<file path="src/rtl/led_scan_if.sv">
// Signal bundle between the CPU's display/statistics outputs and the seven-segment scanner.
// The master side provides the words and the source select; the slave side drives the display pins.
interface led_scan_if;
    logic [31:0] Leddata;
    logic [31:0] Count_all;
    logic [31:0] Count_branch;
    logic [31:0] Count_jmp;
    logic [1:0]  sel;
    logic [7:0]  an;
    logic [6:0]  seg;
    logic        dp;
    logic        frame;

    modport master (
        output Leddata, Count_all, Count_branch, Count_jmp, sel,
        input  an, seg, dp, frame
    );

    modport slave (
        input  Leddata, Count_all, Count_branch, Count_jmp, sel,
        output an, seg, dp, frame
    );
endinterface

</file>
<file path="src/rtl/led_scan_display.sv">
// Eight-digit multiplexed common-anode hex display driver.
// The selected word is latched once per scan frame, so one sweep never mixes two values.
module led_scan_display #(
    parameter int SCAN_DIV = 100000,
    parameter bit BLANK_LZ = 1'b0
) (
    input  logic       clk,
    input  logic       clr,
    led_scan_if.slave  bus
);

    localparam int PW = $clog2((SCAN_DIV < 2) ? 2 : SCAN_DIV);
    localparam logic [PW-1:0] PRESC_LAST = PW'(SCAN_DIV - 1);

    logic [PW-1:0] presc;
    logic          tick;
    logic [2:0]    idx;
    logic [2:0]    idx_nxt;
    logic          capture;
    logic [31:0]   shadow;
    logic [31:0]   shadow_nxt;
    logic [31:0]   word_sel;
    logic [1:0]    sel_q;
    logic [1:0]    sel_nxt;
    logic [3:0]    nibble;
    logic          blank;
    logic [7:0]    an_nxt;
    logic [6:0]    seg_nxt;
    logic          dp_nxt;

    function automatic logic [6:0] hex_to_seg(input logic [3:0] h);
        logic [6:0] s;
        case (h)
            4'h0: s = 7'h40;
            4'h1: s = 7'h79;
            4'h2: s = 7'h24;
            4'h3: s = 7'h30;
            4'h4: s = 7'h19;
            4'h5: s = 7'h12;
            4'h6: s = 7'h02;
            4'h7: s = 7'h78;
            4'h8: s = 7'h00;
            4'h9: s = 7'h10;
            4'hA: s = 7'h08;
            4'hB: s = 7'h03;
            4'hC: s = 7'h46;
            4'hD: s = 7'h21;
            4'hE: s = 7'h06;
            default: s = 7'h0E;
        endcase
        return s;
    endfunction

    // True when every nibble from digit n upward is zero.
    function automatic logic upper_zero(input logic [31:0] w, input logic [2:0] n);
        return (w >> {n, 2'b00}) == 32'd0;
    endfunction

    always_comb begin
        tick    = (presc == PRESC_LAST);
        idx_nxt = idx + 3'd1;
        capture = tick && (idx == 3'd7);

        case (bus.sel)
            2'd0:    word_sel = bus.Leddata;
            2'd1:    word_sel = bus.Count_all;
            2'd2:    word_sel = bus.Count_branch;
            default: word_sel = bus.Count_jmp;
        endcase

        // Digit 0 must show the word captured on this same edge.
        shadow_nxt = capture ? word_sel : shadow;
        sel_nxt    = capture ? bus.sel  : sel_q;

        nibble  = shadow_nxt[{idx_nxt, 2'b00} +: 4];
        blank   = BLANK_LZ && (idx_nxt != 3'd0) && upper_zero(shadow_nxt, idx_nxt);
        an_nxt  = ~(8'h01 << idx_nxt);
        seg_nxt = blank ? 7'h7F : hex_to_seg(nibble);
        dp_nxt  = !((idx_nxt == 3'd0) && (sel_nxt != 2'd0));
    end

    always_ff @(posedge clk or negedge clr) begin
        if (!clr) begin
            presc     <= '0;
            idx       <= 3'd7;
            shadow    <= 32'd0;
            sel_q     <= 2'd0;
            bus.an    <= 8'hFF;
            bus.seg   <= 7'h7F;
            bus.dp    <= 1'b1;
            bus.frame <= 1'b0;
        end else begin
            presc     <= tick ? '0 : presc + 1'b1;
            bus.frame <= capture;
            if (tick) begin
                idx     <= idx_nxt;
                shadow  <= shadow_nxt;
                sel_q   <= sel_nxt;
                bus.an  <= an_nxt;
                bus.seg <= seg_nxt;
                bus.dp  <= dp_nxt;
            end
        end
    end

endmodule

</file>
<file path="src/flat_wrapper.sv">
// flat-port wrapper written by rule: the top's interface ports become plain ports
module led_scan_display_flat 
#(
    parameter int SCAN_DIV = 100000,
    parameter bit BLANK_LZ = 1'b0
)
  (clk, clr, bus_Leddata, bus_Count_all, bus_Count_branch, bus_Count_jmp, bus_sel, bus_an, bus_seg, bus_dp, bus_frame);
  led_scan_if bus_i ();
  input  logic clk;
  input  logic clr;
  input wire logic [$bits(bus_i.Leddata)-1:0] bus_Leddata;
  input wire logic [$bits(bus_i.Count_all)-1:0] bus_Count_all;
  input wire logic [$bits(bus_i.Count_branch)-1:0] bus_Count_branch;
  input wire logic [$bits(bus_i.Count_jmp)-1:0] bus_Count_jmp;
  input wire logic [$bits(bus_i.sel)-1:0] bus_sel;
  output wire logic [$bits(bus_i.an)-1:0] bus_an;
  output wire logic [$bits(bus_i.seg)-1:0] bus_seg;
  output wire logic [$bits(bus_i.dp)-1:0] bus_dp;
  output wire logic [$bits(bus_i.frame)-1:0] bus_frame;
  assign bus_i.Leddata = bus_Leddata;
  assign bus_i.Count_all = bus_Count_all;
  assign bus_i.Count_branch = bus_Count_branch;
  assign bus_i.Count_jmp = bus_Count_jmp;
  assign bus_i.sel = bus_sel;
  assign bus_an = bus_i.an;
  assign bus_seg = bus_i.seg;
  assign bus_dp = bus_i.dp;
  assign bus_frame = bus_i.frame;
  led_scan_display #(.SCAN_DIV(SCAN_DIV), .BLANK_LZ(BLANK_LZ)) u_core (.clk(clk), .clr(clr), .bus(bus_i));
endmodule
</file>
<file path="config.mk">
export PLATFORM = sky130hd
export DESIGN_NAME = led_scan_display_flat
export DESIGN_NICKNAME = d
export VERILOG_FILES = /design/src/rtl/led_scan_if.sv /design/src/rtl/led_scan_display.sv /design/src/flat_wrapper.sv
export SDC_FILE = /design/constraint.sdc
export NUM_CORES = 1
export LEC_CHECK = 0
export CORE_MARGIN = 8
export CORE_UTILIZATION = 46
export CTS_BUF_LIST = sky130_fd_sc_hd__clkbuf_16
export CTS_CLUSTER_SIZE = 20
export DETAILED_ROUTE_END_ITERATION = 12
export PLACE_DENSITY = 0.94
export SYNTH_ARGS = -nofsm -noshare
export SYNTH_HDL_FRONTEND = slang
export SYNTH_SLANG_ARGS = --single-unit
</file>
<file path="constraint.sdc">
create_clock -name clk -period 4.02 [get_ports clk]
set_clock_uncertainty 0.05 [all_clocks]
set_input_delay 1.206 -clock clk [delete_from_list [all_inputs] [get_ports clk]]
set_output_delay 1.206 -clock clk [all_outputs]
set_load 0.02 [all_outputs]
</file>
==> impl_metrics.yaml, run 1 <==
status:
  status: "finished, final reports clean"
cells_and_area:
  area_delta_synth_final_pct: 45.8
  fin_cells: 589
  design_area_um2: 6070
  fillers: 620
  drive_above_1_share_pct: 26.6
  layout.nets: 621
  n_antenna_cell: 0
hold_path:
  whs_endpoint: "u_core.shadow[14]"
  holdPathStages: 1
  worstHoldPathType: "reg -> reg"
  hp-start: "u_core.shadow[14]"
setup_path:
  worstReg2RegEnd: "u_core.bus.seg[3]"
  arrival_ns: 4.10
  ff2ff_setup_slack_ns: 0.33
  crit_type: "in -> reg"
  cp_max_fo: 16
  r2r_start: "u_core.presc[0]"
  cp.required_ns: 4.24
  cp-start-kind: "primary input"
  r2r_cells: 12
  worstSetupEndpointType: "flip-flop"
synth:
  synth_common_cells: "dfrtp_1 (50), mux4_2 (40), mux2_2 (31)"
  synth_cells: 323
  ys_top_cells_by_area: "dfrtp_1 (30%), mux4_2 (22%), dfstp_2 (12%), mux2_2 (8.4%), ha_1 (3.9%)"
  yosysMostFrequentCell: "dfrtp_1"
  yosysTopAreaCell: "dfrtp_1"
  yosys.area.top_type_share_pct: 30.0
  synth-edff-count: 0
  ys_types: 45
  async_flop_share_pct: 100
  yosysWarnings: 0
  synth_ff_type: "dfrtp_1"
  syn_area_per_cell_um2: 12.9
  postSynthNetCount: 468
  synth_area_um2: 4170
  yosys_register_bits: 69
  synth_seq_area_share_pct: 42.0
routing:
  drt_wl_total_mm: 11.3
  wire_per_inst_um: 19.2
  ant_nets: 0
  drt_iter0_drc: 174
  viasPerCell: 5.59
  dr.pass1.iters: 4
  num_vias: 3290
  drc: 0
placement:
  pre_cts_ws_ns: -0.214
  portBuffers: 148
  placed_area_um2: 5810
  post-dp-hpwl_mm: 9.20
  placed_cells: 573
  gp_congestion: 0.879
run:
  drv_cap: 0
floorplan:
  rows: 34
  die_h_um: 111
  start_util_pct: 47.5
  core_um2: 8760
  fp.dieW_um: 111
  ios: 149
  die-area_um2: 12400
sta:
  hold_violations: 0
  worst_slew_margin_rel_pct: 23.8
  fmax_mhz: 258
  worst_pin_slew_ns: 1.14
  rsz0062_at_grt: "no"
  setup_slack_ns: 0.139
  slew_viol_final: 0
  setup_viol: 0
  fin_crit_ns: 3.88
  fin_crit_sh_pct: 96.5
  hold_slack_ns: 0.443
clock_network:
  cts_buffers: 9
  clk_pin_slew_ns: 0.05
  root_buffer: "clkbuf_16"
  clock_sinks: 69
  cts_buffer_depth: 2
  cts_tree: "done"
  htreeDepth: 3
  cts_setup_buffers: 0
  clkLatencyLatePin_ns: 0.32
global_route:
  grt_usage_pct: 18.8
  grt_pass1_vias: 3883
  grt-ovfl-total: 0
  antenna_found_initial: 0
  grt_pass1_wl_mm: 19.0
  grt_max_degree: 55
power:
  combPwrFrac_pct: 19.2
  vdd_drop_max_mv: 0.193
  power_density_nw_per_um2: 289
  intPower_uw: 1360
  swShare_pct: 22.5
  seq_power_share_pct: 42.2
  p_leak_uw: 0.00245
  p_sw_uw: 396
  pwr-share-clk_pct: 38.6
  p_total_uw: 1760
==> layer usage <==
metal | GRT usage (%) | up-vias | part of all wire (%)
li1 | - | 1518 | -
met1 | 20.6 | 1638 | 39
met2 | 33.7 | 124 | 53
met3 | 6.17 | 10 | 6.9
met4 | 5.07 | 0 | 0.88
met5 | 0 | - | 0
==> critical path: stages <==
cell and delay (ns):
clkdlybuf4s50_1 0.51, buf_12 0.16, mux4_2 0.30, mux2_1 0.32, mux4_2 0.49, nor2_2 0.13
nor2_2 0.07, inv_1 0.10, ha_1 0.25, or2_2 0.31, a21oi_1 0.14, a211o_1 0.11
==> sequential cells by signal, summed over array words and instances, names as in the netlist <==
name              cells
u_core.bus.frame      1
u_core.presc         17
u_core.bus.seg        7
u_core.bus.dp         1
u_core.bus.an         8
u_core.shadow        32
u_core.idx            3
==> layout by cell type, fill, tap and decap left out, types with 2 or more instances in the layout <==
master,synthesis,final
dfstp_2,19,19
dfrtp_1,50,50
or2_2,2,2
inv_1,8,11
ha_1,13,13
o22ai_1,8,8
mux2_1,4,4
mux2i_1,3,3
nor2_1,29,26
mux2_2,31,31
clkdlybuf4s50_1,0,146
nand2b_1,2,2
o211ai_1,2,2
nor3_1,4,4
buf_4,2,13
nor2_2,0,3
o21a_1,2,2
a31oi_1,7,7
xor2_1,8,8
nand4_1,2,2
xnor2_1,8,8
nand3_1,10,10
clkinv_1,0,2
mux4_2,40,40
buf_12,0,2
a21oi_1,3,3
clkbuf_16,0,9
and3_1,2,2
clkinv_2,0,2
o21ai_0,4,4
buf_2,5,2
nand4bb_1,2,2
nand2_1,24,24
==> layout make-up <==
| type | count | area (um2) | share of cell area (%) |
|---|---|---|---|
| multi-input combinational | 225 | 2290 | 37.8 |
| timing repair buffer | 163 | 1610 | 26.5 |
| inverter | 8 | 30.0 | 0.494 |
| clock buffer | 9 | 225 | 3.71 |
| sequential | 69 | 1750 | 28.8 |
| clock inverter | 7 | 28.8 | 0.474 |
| tap | 108 | 135 | 2.22 |
==> metrics by stage <==
stage	util (%)	setup TNS [ns]
6_report	69.3	0
5_1_grt	69.3	0
4_1_cts	69.2	0
3_5_place_dp	66.3	-0.728
3_3_place_gp	66.3	-0.319
2_1_floorplan	-	0
==> how the worst max path moves through the flow <==
stage                              endpoint  depth (start not counted)  startpoint  slack (ns)
after CTS                 u_core.bus.seg[3]                         12  bus_sel[1]        0.10
after global placement    u_core.bus.seg[3]                         12  bus_sel[1]       -0.11
after floorplan           u_core.bus.seg[3]                         13  bus_sel[0]        0.02
final                     u_core.bus.seg[3]                         12  bus_sel[1]        0.14
after detailed placement  u_core.bus.seg[3]                         12  bus_sel[1]       -0.21
after global routing      u_core.bus.seg[3]                         11  bus_sel[1]        0.03
==> power groups by stage <==
stage / registers, uW / clock network, uW / logic (uW)
CTS: 740 / 689 / 338
detailed placement: 752 / 0 / 337
global route: 743 / 720 / 361
floorplan: 746 / 0 / 158
finish: 740 / 678 / 337
global placement: 748 / 0 / 326
==> logic make-up after synthesis <==
logic type               synth area share, %
multiplexers                            31.8
buffers and inverters                   3.30
adder cells (fa/ha/maj)                 3.90
XOR/XNOR                                3.36
AND/OR/NAND/NOR                         10.8
AO/OA/AOI/OAI                           4.80
flip-flops                              42.0
==> what timing repair did <==
item,in CTS,in global routing
gates resized for setup,0,2
setup endpoints to repair,0,2
hold buffers,0,0
endpoints found under the hold margin,0,0
Note: power is estimated with default switching activity, not from simulation.
==> run 2: changes to the inputs <==
--- a/config.mk
+++ b/config.mk
@@ -11,6 +11,7 @@
 export CTS_CLUSTER_SIZE = 20
 export DETAILED_ROUTE_END_ITERATION = 12
 export PLACE_DENSITY = 0.94
+export SETUP_SLACK_MARGIN = 0.2
 export SYNTH_ARGS = -nofsm -noshare
 export SYNTH_HDL_FRONTEND = slang
 export SYNTH_SLANG_ARGS = --single-unit
==> run 2 against run 1 <==
  * Register-to-register slack improved by 0.17 ns
  * Sequential share of layout area shrank 0.55 points
  * Cell count down 0.17%
  * Clock power increased by 22%
  * Critical path type unchanged
  * Largest power group is now clock
==> impl_metrics.yaml, run 2 (same netlist as run 1, synthesis figures left out) <==
status:
  status: "finished, final reports clean"
cells_and_area:
  fillers: 580
  reg.largest.list: "u_core.shadow x32, u_core.presc x17, u_core.bus.an x8"
  design_area_um2: 6190
  largest_register_ffs: 32
  mostFrequentLayoutCell: "clkdlybuf4s50_1"
  final_cell_mix: "clkdlybuf4s50_1 (145), dfrtp_1 (50), mux4_2 (40)"
  drive_above_1_share_pct: 29.4
  n_antenna_cell: 0
  largest-register: "u_core.shadow"
  area_delta_synth_final_pct: 48.6
  layout.nets: 620
routing:
  ant_nets: 0
  num_vias: 3340
  drc: 0
  drt_wl_total_mm: 11.7
  dr.pass1.iters: 4
  drt_iter0_drc: 171
  viasPerCell: 5.68
  wire_per_inst_um: 19.9
placement:
  gp_congestion: 0.808
  post-dp-hpwl_mm: 9.34
  placed_area_um2: 5850
  portBuffers: 148
clock_network:
  cts_buffer_depth: 2
  clock_sinks: 69
  cts_setup_buffers: 0
  clk_pin_slew_ns: 0.05
  cts_tree: "done"
  root_buffer: "clkbuf_16"
  cts_buffers: 9
  htreeDepth: 3
  clkLatencyLatePin_ns: 0.33
setup_path:
  crit_type: "in -> reg"
  arrival_ns: 3.86
  cp.required_ns: 4.24
  cp_slowest_cell: "mux4_2"
  worstSetupEndpointType: "flip-flop"
  cp-start-kind: "primary input"
  max_stage_delay_ns: 0.49
  cp_max_fo: 4
  crit_path_cell_trace: "clkdlybuf4s50_1 -> mux4_2 -> mux2_1 -> mux4_2 -> nor2_4 -> nor2_4 -> inv_2 -> ha_4 -> or2_4 -> a21oi_2 -> a211o_1"
sta:
  hold_violations: 0
  rsz0062_at_grt: "no"
  fmax_mhz: 275
  slew_viol_final: 0
  fin_setup_tns_ns: 0
  fin_crit_sh_pct: 90.6
  worst_pin_slew_ns: 0.816
  worst_slew_margin_rel_pct: 45.1
  setup_viol: 0
  fin_crit_ns: 3.64
floorplan:
  die-area_um2: 12400
  die_h_um: 111
  ios: 149
  core_um2: 8760
  fp.dieW_um: 111
  start_util_pct: 47.5
  rows: 34
global_route:
  grt_max_degree: 46
  grt_usage_pct: 19.2
  grt-ovfl-total: 0
  antenna_found_initial: 0
  grt_pass1_vias: 3907
  grt_pass1_wl_mm: 19.3
power:
  vdd_drop_max_mv: 0.184
  power_density_nw_per_um2: 309
  p_total_uw: 1910
  p_leak_uw: 0.00249
hold_path:
  worstHoldPathType: "reg -> reg"
run:
  drv_cap: 0
run 2: cell count changes in the layout (fill, tap and decap cells not counted), moves of 2 or more:
cell and delta:
inv_1 -4, ha_1 -3, nor2_2 -3, nor2_4 +3, buf_4 -2, bufinv_16 +2, clkinv_1 -2, clkinv_4 +2
ha_2 +2, inv_2 +2
run 2: critical path: cells and delay by family:
family,cells,cell delay [ns]
buf+inv,2,0.51
simple gates,3,0.42
fa+ha+maj,1,0.20
mux,3,1.28
compound gates,2,0.24
run 2: cell type report:
class                           instances  area (um2)  area share (%)
Clock inverter                          7        91.3            1.48
Clock buffer                            9         225            3.64
Sequential cell                        69        1750            28.3
Tap cell                              108         135            2.18
Multi-Input combinational cell        225        2340            37.8
Inverter                                8        30.0           0.485
Timing Repair Buffer                  162        1620            26.1
run 2: final timing paths:
path                       depth (start not counted)                 from  slack [ns]                end
min in group asynchronous                          1                  clr        0.82    u_core.presc[9]
hold reg to reg                                    1      u_core.presc[0]        0.44    u_core.presc[0]
setup reg to reg                                  11      u_core.presc[0]        0.50  u_core.bus.seg[0]
hold / removal                                     1      u_core.presc[0]        0.44    u_core.presc[0]
setup / recovery                                  11  bus_Count_branch[1]        0.38  u_core.bus.seg[3]
max in group asynchronous                          2                  clr        2.14  u_core.bus.seg[3]
run 2: stage by stage:
| stage | utilization (%) | std cells | setup WS, ns | hold WS (ns) |
|---|---|---|---|---|
| after CTS | 70.5 | 588 | 0.202 | 0.440 |
| after floorplan | - | 323 | 0.146 | 0.403 |
| final | 70.7 | 588 | 0.379 | 0.437 |
| after global routing | 70.7 | 588 | 0.285 | 0.466 |
| after global placement | 66.7 | 572 | -0.0792 | 0.425 |
| after detailed placement | 66.7 | 572 | -0.204 | 0.432 |
run 2: layer usage:
metal	GRT usage [%]	share of wire [%]
met5	0	0
met1	20.0	35
met4	7.38	2.8
met3	6.39	7.0
met2	34.8	55
run 2: timing repair:
action / 4_1_cts / 5_1_grt
hold endpoints to repair: 0 / 0
gates resized for setup: 3 / 5
setup endpoints to repair: 6 / 6
hold buffers: 0 / 0
run 2: report_power, final:
group	switching, uW	internal [uW]
sequential	12.3	729
combinational	114	230
clock	287	540
==> run 3: changes to the inputs <==
--- a/config.mk
+++ b/config.mk
@@ -5,12 +5,14 @@
 export SDC_FILE = /design/constraint.sdc
 export NUM_CORES = 1
 export LEC_CHECK = 0
+export CELL_PAD_IN_SITES_DETAIL_PLACEMENT = 1
+export CELL_PAD_IN_SITES_GLOBAL_PLACEMENT = 2
 export CORE_MARGIN = 8
-export CORE_UTILIZATION = 46
+export CORE_UTILIZATION = 29
 export CTS_BUF_LIST = sky130_fd_sc_hd__clkbuf_16
 export CTS_CLUSTER_SIZE = 20
 export DETAILED_ROUTE_END_ITERATION = 12
-export PLACE_DENSITY = 0.94
+export PLACE_DENSITY = 0.93
 export SETUP_SLACK_MARGIN = 0.2
 export SYNTH_ARGS = -nofsm -noshare
 export SYNTH_HDL_FRONTEND = slang
==> run 3 against run 2 <==
  * Register-to-register slack barely moved
  * Sequential share of layout area fell by 0.78 points
  * Largest power group unchanged
  * Routed wire length rose by 14%
  * Total power rose by 2.2%
  * Critical path type unchanged
  * Worst setup slack got worse by 0.041 ns
  * Hold slack improved by 0.0081 ns
  * Flip-flop and latch count did not move
  * Largest cell class unchanged
==> impl_metrics.yaml, run 3 (same netlist as run 1, synthesis figures left out) <==
setup_path:
  cp.required_ns: 4.21
  crit_path_cell_trace: "clkdlybuf4s50_1 -> mux4_2 -> mux4_2 -> a22oi_2 -> nand3_2 -> inv_1 -> buf_4 -> ha_1 -> mux2_2 -> nand2_1 -> a31oi_1"
  path_common_cell: "mux4_2"
  cp-start-kind: "primary input"
  arrival_ns: 3.87
  cp_max_fo: 4
  worstReg2RegEnd: "u_core.bus.seg[0]"
  r2r_start: "u_core.presc[0]"
  r2r_cells: 12
  cp_slowest_cell: "mux4_2"
  crit_type: "in -> reg"
  ff2ff_setup_slack_ns: 0.51
  worstSetupEndpointType: "flip-flop"
  max_stage_delay_ns: 0.49
sta:
  worst_pin_slew_ns: 0.656
  hold_violations: 0
  setup_viol: 0
  hold_slack_ns: 0.445
  setup_slack_ns: 0.338
  fin_crit_ns: 3.68
  fmax_mhz: 272
  slew_viol_final: 0
  rsz0062_at_grt: "no"
  fin_crit_sh_pct: 91.6
  worst_slew_margin_rel_pct: 55.9
cells_and_area:
  drive_above_1_share_pct: 30.8
  reg.largest.list: "u_core.shadow x32, u_core.presc x17, u_core.bus.an x8"
  n_antenna_cell: 0
  layout.nets: 630
  largest-register: "u_core.shadow"
  final_cell_mix: "clkdlybuf4s50_1 (145), dfrtp_1 (50), mux4_2 (40)"
  largest_register_ffs: 32
  postLayoutCoreUtil_pct: 44.7
  fin_cells: 674
  area_delta_synth_final_pct: 52.9
  mostFrequentLayoutCell: "clkdlybuf4s50_1"
  design_area_um2: 6370
global_route:
  grt_usage_pct: 14.8
  antenna_found_initial: 0
  grt_max_degree: 41
  grt_pass1_vias: 4082
  grt_pass1_wl_mm: 21.5
  grt-ovfl-total: 0
power:
  seq_power_share_pct: 37.9
  swShare_pct: 22.7
  p_leak_uw: 0.00254
  vdd_drop_max_mv: 0.209
  p_sw_uw: 444
  power_density_nw_per_um2: 307
  combPwrFrac_pct: 18.2
  intPower_uw: 1510
  pwr-share-clk_pct: 44.0
clock_network:
  clkLatencyLatePin_ns: 0.32
  root_buffer: "clkbuf_16"
  cts_buffers: 9
  ctsHoldBuffers: 0
  clock_sinks: 69
  cts_tree: "done"
  htreeDepth: 3
  clk_pin_slew_ns: 0.06
  cts_buffer_depth: 2
placement:
  post-dp-hpwl_mm: 10.7
  portBuffers: 148
  placed_area_um2: 5990
  placed_cells: 656
  gp_congestion: 0.771
  pre_cts_ws_ns: -0.218
run:
  drv_cap: 0
routing:
  drc: 0
  wire_per_inst_um: 19.7
  drt_wl_total_mm: 13.3
  num_vias: 3318
  drt_iter0_drc: 161
  ant_nets: 0
  viasPerCell: 4.92
  dr.pass1.iters: 5
floorplan:
  fp.dieW_um: 136
  die-area_um2: 18500
  die_h_um: 136
  ios: 149
  start_util_pct: 29.2
  core_um2: 14300
  rows: 44
hold_path:
  holdPathStages: 1
  hp-start: "u_core.shadow[9]"
  worstHoldPathType: "reg -> reg"
  whs_endpoint: "u_core.shadow[9]"
status:
  status: "finished, final reports clean"
==> run 3: routing by layer <==
layer / wire length [um] / track usage (%) / up-vias
met3: 698 / 3.95 / 6
met2: 7360 / 27.5 / 97
li1: - / - / 1536
met5: 0 / 0 / -
met1: 5160 / 16.5 / 1679
met4: 79 / 3.05 / 0
==> run 3: worst max path at each step <==
stage / start / endpoint / cells past startpoint
after floorplan: bus_sel[0] / u_core.bus.seg[3] / 13
after global placement: bus_sel[1] / u_core.bus.seg[6] / 12
after detailed placement: bus_sel[1] / u_core.bus.seg[3] / 10
after CTS: u_core.presc[0] / u_core.bus.seg[5] / 12
after global routing: bus_Count_jmp[16] / u_core.bus.seg[6] / 11
final: bus_Count_jmp[16] / u_core.bus.seg[6] / 11
==> run 3: stage by stage <==
step                TNS, ns  power (uW)
finish                    0        1950
global route              0        2030
CTS                       0        1980
detailed placement    -1.08        1100
global placement     -0.518        1090
floorplan                 0         912
==> run 3: cell type report <==
cell class              instances  area [um2]
well taps                     184         230
inverters                       8        30.0
multi-input cells             225        2360
flip-flops and latches         69        1750
clock inverters                 7        97.6
clock buffers                   9         225
repair buffers                172        1680
fillers                      1486        7890
==> run 3: critical path: cells and delay by family <==
family | cells | cell delay (ns)
compound gates | 2 | 0.42
fa+ha+maj | 1 | 0.16
buf+inv | 3 | 0.73
mux | 3 | 1.13
simple gates | 2 | 0.21
==> run 3: power by group through the flow <==
stage / Clock (uW) / Sequential (uW) / Combinational (uW)
2_1_floorplan: 0 / 747 / 166
3_5_place_dp: 0 / 751 / 353
6_report: 860 / 740 / 355
5_1_grt: 906 / 743 / 383
3_3_place_gp: 0 / 749 / 339
4_1_cts: 879 / 740 / 360
==> run 3: timing repair <==
action / CTS / global route
buffers inserted: 2 / 0
endpoints found under the setup margin: 5 / 5
pin swaps: 0 / 0
endpoints found under the hold margin: 0 / 0
gates resized for setup: 7 / 3
